[config.mk]
export PLATFORM = sky130hd
export DESIGN_NAME = uart_word_tx
export DESIGN_NICKNAME = d
export VERILOG_FILES = /design/src/rtl/uart_pkg.sv /design/src/rtl/uart_tx_byte.sv /design/src/rtl/uart_word_tx.sv
export SDC_FILE = /design/constraint.sdc
export NUM_CORES = 1
export LEC_CHECK = 0
export ABC_AREA = 1
export BUFFER_PORTS_ARGS = -buffer_cell sky130_fd_sc_hd__buf_2
export CORE_AREA = 8 8 110 122
export CTS_CLUSTER_DIAMETER = 30
export DETAILED_ROUTE_END_ITERATION = 6
export DIE_AREA = 0 0 118 130
export PLACE_DENSITY_LB_ADDON = 0.12
export SYNTH_ARGS = -nofsm -noshare
export SYNTH_HDL_FRONTEND = slang
export SYNTH_SLANG_ARGS = --single-unit
[constraint.sdc]
create_clock -name clk -period 2 [get_ports clk]
set_clock_uncertainty 0.2 [all_clocks]
set_input_delay 0.1 -clock clk [delete_from_list [all_inputs] [get_ports clk]]
set_output_delay 0.1 -clock clk [all_outputs]
set_load 0.02 [all_outputs]
[src/rtl/uart_pkg.sv]
// Shared UART definitions: bit-timing helper, frame constants, FSM state types
// and the word-to-byte selector used by the word transmitter.
package uart_pkg;

   localparam int unsigned FRAME_BITS   = 10;
   localparam logic [7:0]  TERM_DEFAULT = 8'h0A;

   typedef enum logic [1:0] {
      TX_IDLE,
      TX_START,
      TX_DATA,
      TX_STOP
   } tx_state_e;

   typedef enum logic {
      W_IDLE,
      W_SEND
   } word_state_e;

   function automatic int unsigned clks_per_bit(input int unsigned clk_hz,
                                                input int unsigned baud);
      return clk_hz / baud;
   endfunction

   // Byte 0 is the MSB byte of the word; any index past 3 yields the terminator.
   function automatic logic [7:0] word_byte(input logic [31:0] w,
                                            input logic [2:0]  idx,
                                            input logic [7:0]  term);
      logic [7:0] b;
      case (idx)
         3'd0:    b = w[31:24];
         3'd1:    b = w[23:16];
         3'd2:    b = w[15:8];
         3'd3:    b = w[7:0];
         default: b = term;
      endcase
      return b;
   endfunction

endpackage

[src/rtl/uart_tx_byte.sv]
// 8N1 byte serializer. A start presented on the done cycle chains the next
// frame directly behind the current stop bit.
module uart_tx_byte
   import uart_pkg::*;
#(
   parameter int unsigned CLKS_PER_BIT = 868
) (
   input  logic       clk,
   input  logic       rst_n,
   input  logic       start,
   input  logic [7:0] data,
   output logic       tx,
   output logic       done
);

   localparam int unsigned CW            = (CLKS_PER_BIT > 1) ? $clog2(CLKS_PER_BIT) : 1;
   localparam logic [CW-1:0] LAST        = CW'(CLKS_PER_BIT - 1);
   localparam logic [2:0]  LAST_DATA_BIT = 3'(FRAME_BITS - 3);

   if (CLKS_PER_BIT < 2) begin : g_cpb_check
      $error("uart_tx_byte: CLKS_PER_BIT must be at least 2");
   end

   tx_state_e       state, state_nxt;
   logic [CW-1:0]   cnt, cnt_nxt;
   logic [2:0]      bit_idx, bit_nxt;
   logic [7:0]      shreg, shreg_nxt;
   logic            tx_nxt, done_nxt;
   logic            last;

   assign last = (cnt == LAST);

   always_ff @(posedge clk or negedge rst_n) begin
      if (!rst_n) begin
         state   <= TX_IDLE;
         cnt     <= '0;
         bit_idx <= '0;
         shreg   <= '0;
         tx      <= 1'b1;
         done    <= 1'b0;
      end else begin
         state   <= state_nxt;
         cnt     <= cnt_nxt;
         bit_idx <= bit_nxt;
         shreg   <= shreg_nxt;
         tx      <= tx_nxt;
         done    <= done_nxt;
      end
   end

   // Baud counter only runs inside a frame and wraps at every bit boundary.
   always_comb begin
      state_nxt = state;
      cnt_nxt   = cnt;
      bit_nxt   = bit_idx;
      shreg_nxt = shreg;
      case (state)
         TX_IDLE: begin
            if (start) begin
               state_nxt = TX_START;
               cnt_nxt   = '0;
               shreg_nxt = data;
            end
         end
         TX_START: begin
            if (last) begin
               state_nxt = TX_DATA;
               cnt_nxt   = '0;
               bit_nxt   = '0;
            end else begin
               cnt_nxt = cnt + CW'(1);
            end
         end
         TX_DATA: begin
            if (last) begin
               cnt_nxt   = '0;
               shreg_nxt = {1'b0, shreg[7:1]};
               if (bit_idx == LAST_DATA_BIT) begin
                  state_nxt = TX_STOP;
               end else begin
                  bit_nxt = bit_idx + 3'd1;
               end
            end else begin
               cnt_nxt = cnt + CW'(1);
            end
         end
         TX_STOP: begin
            if (last) begin
               cnt_nxt = '0;
               if (start) begin
                  state_nxt = TX_START;
                  shreg_nxt = data;
               end else begin
                  state_nxt = TX_IDLE;
               end
            end else begin
               cnt_nxt = cnt + CW'(1);
            end
         end
         default: state_nxt = TX_IDLE;
      endcase
   end

   // Outputs are decoded from next state so tx and done stay registered.
   always_comb begin
      tx_nxt   = 1'b1;
      done_nxt = 1'b0;
      case (state_nxt)
         TX_START: tx_nxt = 1'b0;
         TX_DATA:  tx_nxt = shreg_nxt[0];
         TX_STOP:  done_nxt = (cnt_nxt == LAST);
         default:  tx_nxt = 1'b1;
      endcase
   end

endmodule

[src/rtl/uart_word_tx.sv]
// Sends a 32-bit word as four 8N1 frames, MSB byte first, optionally followed
// by a terminator byte. Frames within a word run back-to-back.
module uart_word_tx
   import uart_pkg::*;
#(
   parameter int unsigned CLK_HZ    = 100_000_000,
   parameter int unsigned BAUD      = 115200,
   parameter int unsigned SEND_TERM = 1,
   parameter logic [7:0]  TERM_BYTE = TERM_DEFAULT
) (
   input  logic        clk,
   input  logic        rst_n,
   input  logic [31:0] word_in,
   input  logic        word_valid,
   output logic        word_ready,
   output logic        tx,
   output logic        busy
);

   localparam int unsigned CLKS_PER_BIT = clks_per_bit(CLK_HZ, BAUD);
   localparam int unsigned NBYTES       = (SEND_TERM != 0) ? 5 : 4;
   localparam logic [2:0]  LAST_IDX     = 3'(NBYTES - 1);

   word_state_e  state, state_nxt;
   logic [31:0]  word_q, word_nxt;
   logic [2:0]   byte_idx, idx_nxt;
   logic         byte_start;
   logic [7:0]   byte_data;
   logic         byte_done;
   logic         accept;
   logic         ready_nxt, busy_nxt;

   assign accept = word_valid & word_ready;

   always_ff @(posedge clk or negedge rst_n) begin
      if (!rst_n) begin
         state      <= W_IDLE;
         word_q     <= '0;
         byte_idx   <= '0;
         word_ready <= 1'b1;
         busy       <= 1'b0;
      end else begin
         state      <= state_nxt;
         word_q     <= word_nxt;
         byte_idx   <= idx_nxt;
         word_ready <= ready_nxt;
         busy       <= busy_nxt;
      end
   end

   // The byte advance happens in the done cycle so the engine can chain frames.
   always_comb begin
      state_nxt  = state;
      word_nxt   = word_q;
      idx_nxt    = byte_idx;
      byte_start = 1'b0;
      byte_data  = word_in[31:24];
      case (state)
         W_IDLE: begin
            if (accept) begin
               state_nxt  = W_SEND;
               word_nxt   = word_in;
               idx_nxt    = 3'd0;
               byte_start = 1'b1;
               byte_data  = word_in[31:24];
            end
         end
         W_SEND: begin
            if (byte_done) begin
               if (byte_idx != LAST_IDX) begin
                  idx_nxt    = byte_idx + 3'd1;
                  byte_start = 1'b1;
                  byte_data  = word_byte(word_q, byte_idx + 3'd1, TERM_BYTE);
               end else begin
                  state_nxt = W_IDLE;
               end
            end
         end
         default: state_nxt = W_IDLE;
      endcase
   end

   always_comb begin
      ready_nxt = (state_nxt == W_IDLE);
      busy_nxt  = ~ready_nxt;
   end

   uart_tx_byte #(
      .CLKS_PER_BIT (CLKS_PER_BIT)
   ) u_byte (
      .clk   (clk),
      .rst_n (rst_n),
      .start (byte_start),
      .data  (byte_data),
      .tx    (tx),
      .done  (byte_done)
   );

endmodule
==> results.tsv, run 1 <==
stage	metric	value	unit
cells_and_area	layout_commonest_cell	nand2_1	
timing	finalSetupTns	0	ns
grt	gr-usage-met1	15.4	%
worst_setup_path	startpoint_type	flop	
routing	vias	3069	
die	rows	41	
logic_synthesis	syn_inst	436	
routing	wire_per_inst	13.2	um
grt	grt_antenna_before_repair	0	
placement	io_buffers	37	
grt	grt_busiest_layer	met2	
routing	routed_wl	9050	um
grt	grt_pass1_vias	3187	
die	core-area	11300	um^2
worst_setup_path	endpoint_kind	flop	
timing	rsz0062_at_grt	yes	
die	initial_core_util	29.3	%
grt	grt_overflow	0	
logic_synthesis	yosys_warnings	0	
routing	drt-initial-drc-count	127	
cells_and_area	drive_gt1_share	21.6	%
power_and_ir_drop	p_per_area	770	nW/um^2
logic_synthesis	ys_seq_elements	62	
grt	grtUsageMet2	21.3	%
routing	drtAntennaViolNets	0	
die	die_height	130	um
routing	firstDrtPassIters	4	
die	ios	38	
cells_and_area	multi_input_area	1670	um^2
logic_synthesis	synth_area	3330	um^2
clock_tree	cts_inserted_buffers	9	
cells_and_area	fin_cells	687	
cells_and_area	final_cell_mix	nand2_1, dfrtp_1, buf_2	
cells_and_area	n_antenna_cell	0	
timing	maxSlewHeadroom	64.9	%
timing	fmax	520	MHz
clock_tree	cts_tree	done	
run_status	status	completed	
logic_synthesis	async_flop_share	100	%
cells_and_area	final_nets	575	
cells_and_area	syn_to_final_growth	37.5	%
clock_tree	clk_pin_slew	0.06	ns
power_and_ir_drop	p_leak	0.00226	uW
timing	period_share	96.2	%
grt	met3_usage	2.76	%
die	fp.dieW	118	um
logic_synthesis	synthTopCellsByArea	dfrtp_1, nand2_1, nand3_1	
grt	track_usage	12.5	%
placement	pre_cts_ws	-0.0586	ns
worst_setup_path	worstPathArrival	1.99	ns
placement	gp_congestion	0.808	
logic_synthesis	syn_nets	479	
job	max_cap_viol_count	0	
power_and_ir_drop	ir_drop	348	uV
logic_synthesis	synth_top_area_share	45.1	%
cells_and_area	fill_cells	1169	
logic_synthesis	synthFlopType	dfrtp_1	
min_path	hold_class	in -> reg	
clock_tree	max-clock-path-buffers	2	
routing	vias_per_cell	4.47	
logic_synthesis	yosysUniqueCellTypes	32	
timing	maxSlewViolCount	0	
timing	fin_hold_ws	0.0236	ns
timing	setup_viol	0	
logic_synthesis	seq_area_frac_synth	46.7	%
placement	dp_hpwl	6410	um
timing	hold_viol_final	0	
clock_tree	cts_max_level	3	
worst_setup_path	cp.required	2.06	ns
routing	drcViolationCount	0	
grt	grt_max_degree	29	
cells_and_area	regArea	1550	um^2
clock_tree	clk_latency	0.33	ns
timing	period_needed	1.92	ns
grt	grt_pass1_wl	15600	um
clock_tree	clock-sinks	62	
timing	worst_pin_slew	0.527	ns
logic_synthesis	synth-edff-count	0	
die	dieArea	15300	um^2
cells_and_area	fin_util	40.3	%
worst_setup_path	crit_path_max_fanout	6	
clock_tree	cts_root_buffer	clkbuf_16	
worst_setup_path	critPathKind	reg -> reg	
placement	place_inst	629	
timing	finalWorstSetupSlack	0.0765	ns
logic_synthesis	synth_area_per_cell	7.63	um^2
logic_synthesis	yosysTopAreaCell	dfrtp_1	
-- metrics by stage --
| stage | power [uW] | cell area [um^2] |
|---|---|---|
| final | 3520 | 4570 |
| after global routing | 3730 | 4570 |
| after CTS | 3560 | 4410 |
| after detailed placement | 1990 | 3790 |
| after global placement | 1980 | 3790 |
| after floorplan | 1810 | 3330 |
-- kinds of logic after synthesis --
logic type | count (synthesis) | synth area share (%)
AOI/OAI and AO/OA | 43 | 7.37
xor gates and xnor gates | 3 | 0.790
adders and majority gates | 8 | 3.01
buffers and inverters | 45 | 5.34
DFF | 62 | 46.7
and+or+nand+nor | 275 | 36.8
-- cell usage after synthesis (4+ instances only) --
library cell and number:
a21oi_1 16, inv_2 6, nand2_1 191, nand4_1 6, a22o_1 4, o21ai_0 18
inv_1 31, nor2_2 6, dfrtp_1 60, clkbuf_1 5, nor2_1 29, nand3_1 27
ha_1 8
-- registers in the layout, indices dropped and copies added (netlist names) --
name            cells
word_q             32
u_byte.state        2
word_ready          1
state               1
u_byte.shreg        8
byte_idx            3
u_byte.done         1
u_byte.tx           1
u_byte.bit_idx      3
u_byte.cnt         10
-- worst max-delay path: stages (launching register included) --
cell and delay, ns:
dfrtp_1 0.42, inv_2 0.09, ha_4 0.17, nand2_2 0.08
nand3_4 0.09, nand2_4 0.13, nor2_8 0.06, buf_6 0.13
nand2_1 0.05, nand2_1 0.06, nor2_1 0.08, nand2_1 0.06
nor2_1 0.08, nand2_1 0.08, nor2_1 0.11
-- report_power, final --
group / internal [uW] / total (uW) / switching [uW]
sequential: 1460 / 1570 / 112
clock: 955 / 1500 / 547
combinational: 213 / 448 / 235
-- path summary, 6_finish.rpt --
kind	from	endpoint	slack [ns]	cells past startpoint
setup / recovery	byte_idx[0]$_DFFE_PN0P_	u_byte.done$_DFF_PN0_	0.08	14
hold / removal	word_valid	word_q[25]$_DFFE_PN0P_	0.02	5
setup reg to reg	byte_idx[0]$_DFFE_PN0P_	u_byte.done$_DFF_PN0_	0.08	14
hold reg to reg	word_q[24]$_DFFE_PN0P_	word_q[24]$_DFFE_PN0P_	0.27	2
max in group asynchronous	rst_n	word_ready$_DFF_PN1_	0.88	3
min in group asynchronous	rst_n	u_byte.state[0]$_DFF_PN0_	0.09	2
-- routing by layer --
layer | wire length, um | up-vias
met5 | 0 | -
met4 | 137 | 0
met3 | 321 | 10
met2 | 4450 | 56
met1 | 4140 | 1431
li1 | - | 1572
-- layout make-up --
class / count / area share (%)
multi-input cells: 329 / 36.5
flip-flops and latches: 62 / 34.0
repair buffers: 93 / 15.9
clock buffers: 11 / 5.09
well taps: 150 / 4.10
inverters: 37 / 3.31
clock inverters: 5 / 1.09
-- repair_timing --
action	in CTS	in global routing
setup endpoints to repair	4	11
pin swaps	0	9
hold buffers	33	0
hold endpoints to repair	77	0
gates resized for setup	1	25
buffers inserted	0	9
No activity file was read; power rests on OpenSTA's default activity.
==> inputs of run 2 (changes only) <==
Settings changed: CORE_AREA 8 8 110 122 to 3 3 105 117, DIE_AREA 0 0 118 130 to 0 0 108 120, PLACE_DENSITY_LB_ADDON 0.12 to 0.08.
==> run 2 against run 1 <==
Net effect: combinational power increased by 2%; wire length increased by 0.29%; utilization increased by 0.12 points; total power decreased by 1.2%; cell count increased by 0.73%; first-iteration DRC count increased by 26%; clock-buffer cell count decreased by 1; sequential cell count unchanged; clock power decreased by 4%; highest routed layer unchanged.
==> results.tsv, run 2 (synthesis gave the netlist of run 1 again) <==
stage	metric	value	unit
placement	dp_hpwl	6340	um
grt	grtUsageMet2	24.2	%
timing	fmax	521	MHz
die	initial_core_util	29.3	%
clock_tree	cts_root_buffer	clkbuf_16	
cells_and_area	multi_input_area	1680	um^2
placement	place_inst	628	
clock_tree	cts_inserted_buffers	9	
placement	place_area	3800	um^2
worst_setup_path	startpoint_type	flop	
timing	maxSlewHeadroom	55.4	%
routing	wire_per_inst	13.1	um
worst_setup_path	endpoint_kind	flop	
die	fp.dieW	108	um
cells_and_area	largest_reg_flops	32	
worst_setup_path	crit_path_top_delay_cell	dfrtp_1	
routing	firstDrtPassIters	5	
grt	track_usage	15.1	%
cells_and_area	n_antenna_cell	0	
clock_tree	cts_tree	done	
power_and_ir_drop	p_leak	0.00227	uW
power_and_ir_drop	power	3480	uW
cells_and_area	fin_cells	692	
grt	grt_antenna_before_repair	0	
die	rows	41	
worst_setup_path	path_cells	ha_1, xor2_4, buf_4, nor2_4, nor2_1, a21oi_2, nand2_1, nand2_1, a21oi_1	
routing	vias_per_cell	4.46	
grt	met3_usage	3.01	%
cells_and_area	drive_gt1_share	22.9	%
cells_and_area	design_area	4590	um^2
die	core-area	11300	um^2
clock_tree	clk_latency	0.33	ns
cells_and_area	final_nets	580	
grt	grt_busiest_layer	met2	
timing	finalSetupTns	0	ns
worst_setup_path	crit_top_cell	nand2_1	
cells_and_area	largest_register	word_q	
timing	rsz0062_at_grt	yes	
worst_setup_path	worstPathArrival	1.94	ns
power_and_ir_drop	p_per_area	759	nW/um^2
die	dieArea	13000	um^2
grt	gr-usage-met1	19.9	%
clock_tree	clock-sinks	62	
power_and_ir_drop	clkPwrFrac	41.5	%
job	max_cap_viol_count	0	
grt	grt_pass1_vias	3091	
grt	grt_max_degree	37	
grt	grt_overflow	0	
timing	setup_viol	0	
timing	maxSlewViolCount	0	
worst_setup_path	max_stage_delay	0.41	ns
power_and_ir_drop	internal_power	2540	uW
timing	period_share	95.9	%
power_and_ir_drop	comb_power_share	13.2	%
routing	drcViolationCount	0	
cells_and_area	layout_commonest_cell	nand2_1	
cells_and_area	regArea	1550	um^2
placement	gp_congestion	0.822	
placement	io_buffers	37	
clock_tree	clk_pin_slew	0.06	ns
die	die_height	120	um
cells_and_area	syn_to_final_growth	37.9	%
timing	period_needed	1.92	ns
die	ios	38	
cells_and_area	final_cell_mix	nand2_1, dfrtp_1, buf_2	
min_path	hold_class	in -> reg	
worst_setup_path	critPathKind	reg -> reg	
worst_setup_path	cp.required	2.02	ns
timing	worst_pin_slew	0.670	ns
cells_and_area	largestRegisters	word_q: 32 flops, u_byte.cnt: 10 flops, u_byte.shreg: 8 flops	
routing	drtAntennaViolNets	0	
run_status	status	completed	
power_and_ir_drop	ir_drop	444	uV
cells_and_area	fill_cells	1191	
timing	hold_viol_final	0	
routing	drt-initial-drc-count	160	
power_and_ir_drop	switching_share	27.0	%
clock_tree	max-clock-path-buffers	2	
grt	grt_pass1_wl	15400	um
worst_setup_path	crit_path_max_fanout	5	
power_and_ir_drop	seqPwrFrac	45.3	%
routing	routed_wl	9070	um
power_and_ir_drop	net-switching-power	940	uW
clock_tree	cts_max_level	3	
routing	vias	3083	
-- run 2: power groups by stage --
stage	sequential [uW]	combinational (uW)	clock, uW
after floorplan	1580	238	0
after global placement	1590	401	0
after detailed placement	1600	406	0
after CTS	1580	463	1490
after global routing	1610	542	1540
final	1580	459	1440
-- run 2: worst paths after layout --
path,startpoint,end,cells past startpoint,slack (ns)
min,word_valid,word_q[25]$_DFFE_PN0P_,5,0.02
max in group asynchronous,rst_n,word_q[16]$_DFFE_PN0P_,3,0.87
max,byte_idx[0]$_DFFE_PN0P_,u_byte.shreg[1]$_DFFE_PN0P_,9,0.08
max reg2reg,byte_idx[0]$_DFFE_PN0P_,u_byte.shreg[1]$_DFFE_PN0P_,9,0.08
min reg2reg,word_q[21]$_DFFE_PN0P_,word_q[21]$_DFFE_PN0P_,2,0.27
min in group asynchronous,rst_n,u_byte.bit_idx[2]$_DFFE_PN0P_,2,0.15
-- run 2: routing by layer --
| layer | up-vias | routed length, um | part of all wire (%) |
|---|---|---|---|
| met4 | 0 | 221 | 2.4 |
| met5 | - | 0 | 0 |
| met2 | 56 | 4320 | 48 |
| li1 | 1586 | - | - |
| met3 | 14 | 271 | 3.0 |
| met1 | 1427 | 4260 | 47 |
-- run 2: worst max-delay path, delay by kind of cell, from the launching register on --
| kind | cells | cell delay (ns) |
|---|---|---|
| XOR/XNOR | 1 | 0.20 |
| flip-flops | 1 | 0.41 |
| AND/OR/NAND/NOR | 4 | 0.36 |
| buffers and inverters | 1 | 0.17 |
| adder cells (fa/ha/maj) | 1 | 0.27 |
| AO/OA/AOI/OAI | 2 | 0.22 |
-- run 2: final cells by class --
cell class                      instances  share of cell area [%]
Multi-Input combinational cell        330                    36.5
Sequential cell                        62                    33.9
Timing Repair Buffer                   97                    16.5
Clock buffer                           10                    5.21
Tap cell                              150                    4.09
Inverter                               37                    3.03
Clock inverter                          6                   0.818
-- run 2: per-stage QoR --
stage	utilization, %	hold WS, ns	setup slack [ns]
after floorplan	-	-0.396	0.215
after global placement	33.5	-0.0271	-0.0784
after detailed placement	33.5	-0.0274	-0.0492
after CTS	39.3	0.0180	0.00347
after global routing	40.5	0.0758	-0.0340
final	40.5	0.0177	0.0814
-- run 2: repair_timing --
action / CTS / global route
gates cloned: 1 / 0
gates resized for setup: 1 / 18
endpoints found under the setup margin: 3 / 11
pin swaps: 2 / 8
hold buffers: 33 / 0
endpoints found under the hold margin: 56 / 0
buffers inserted: 5 / 9
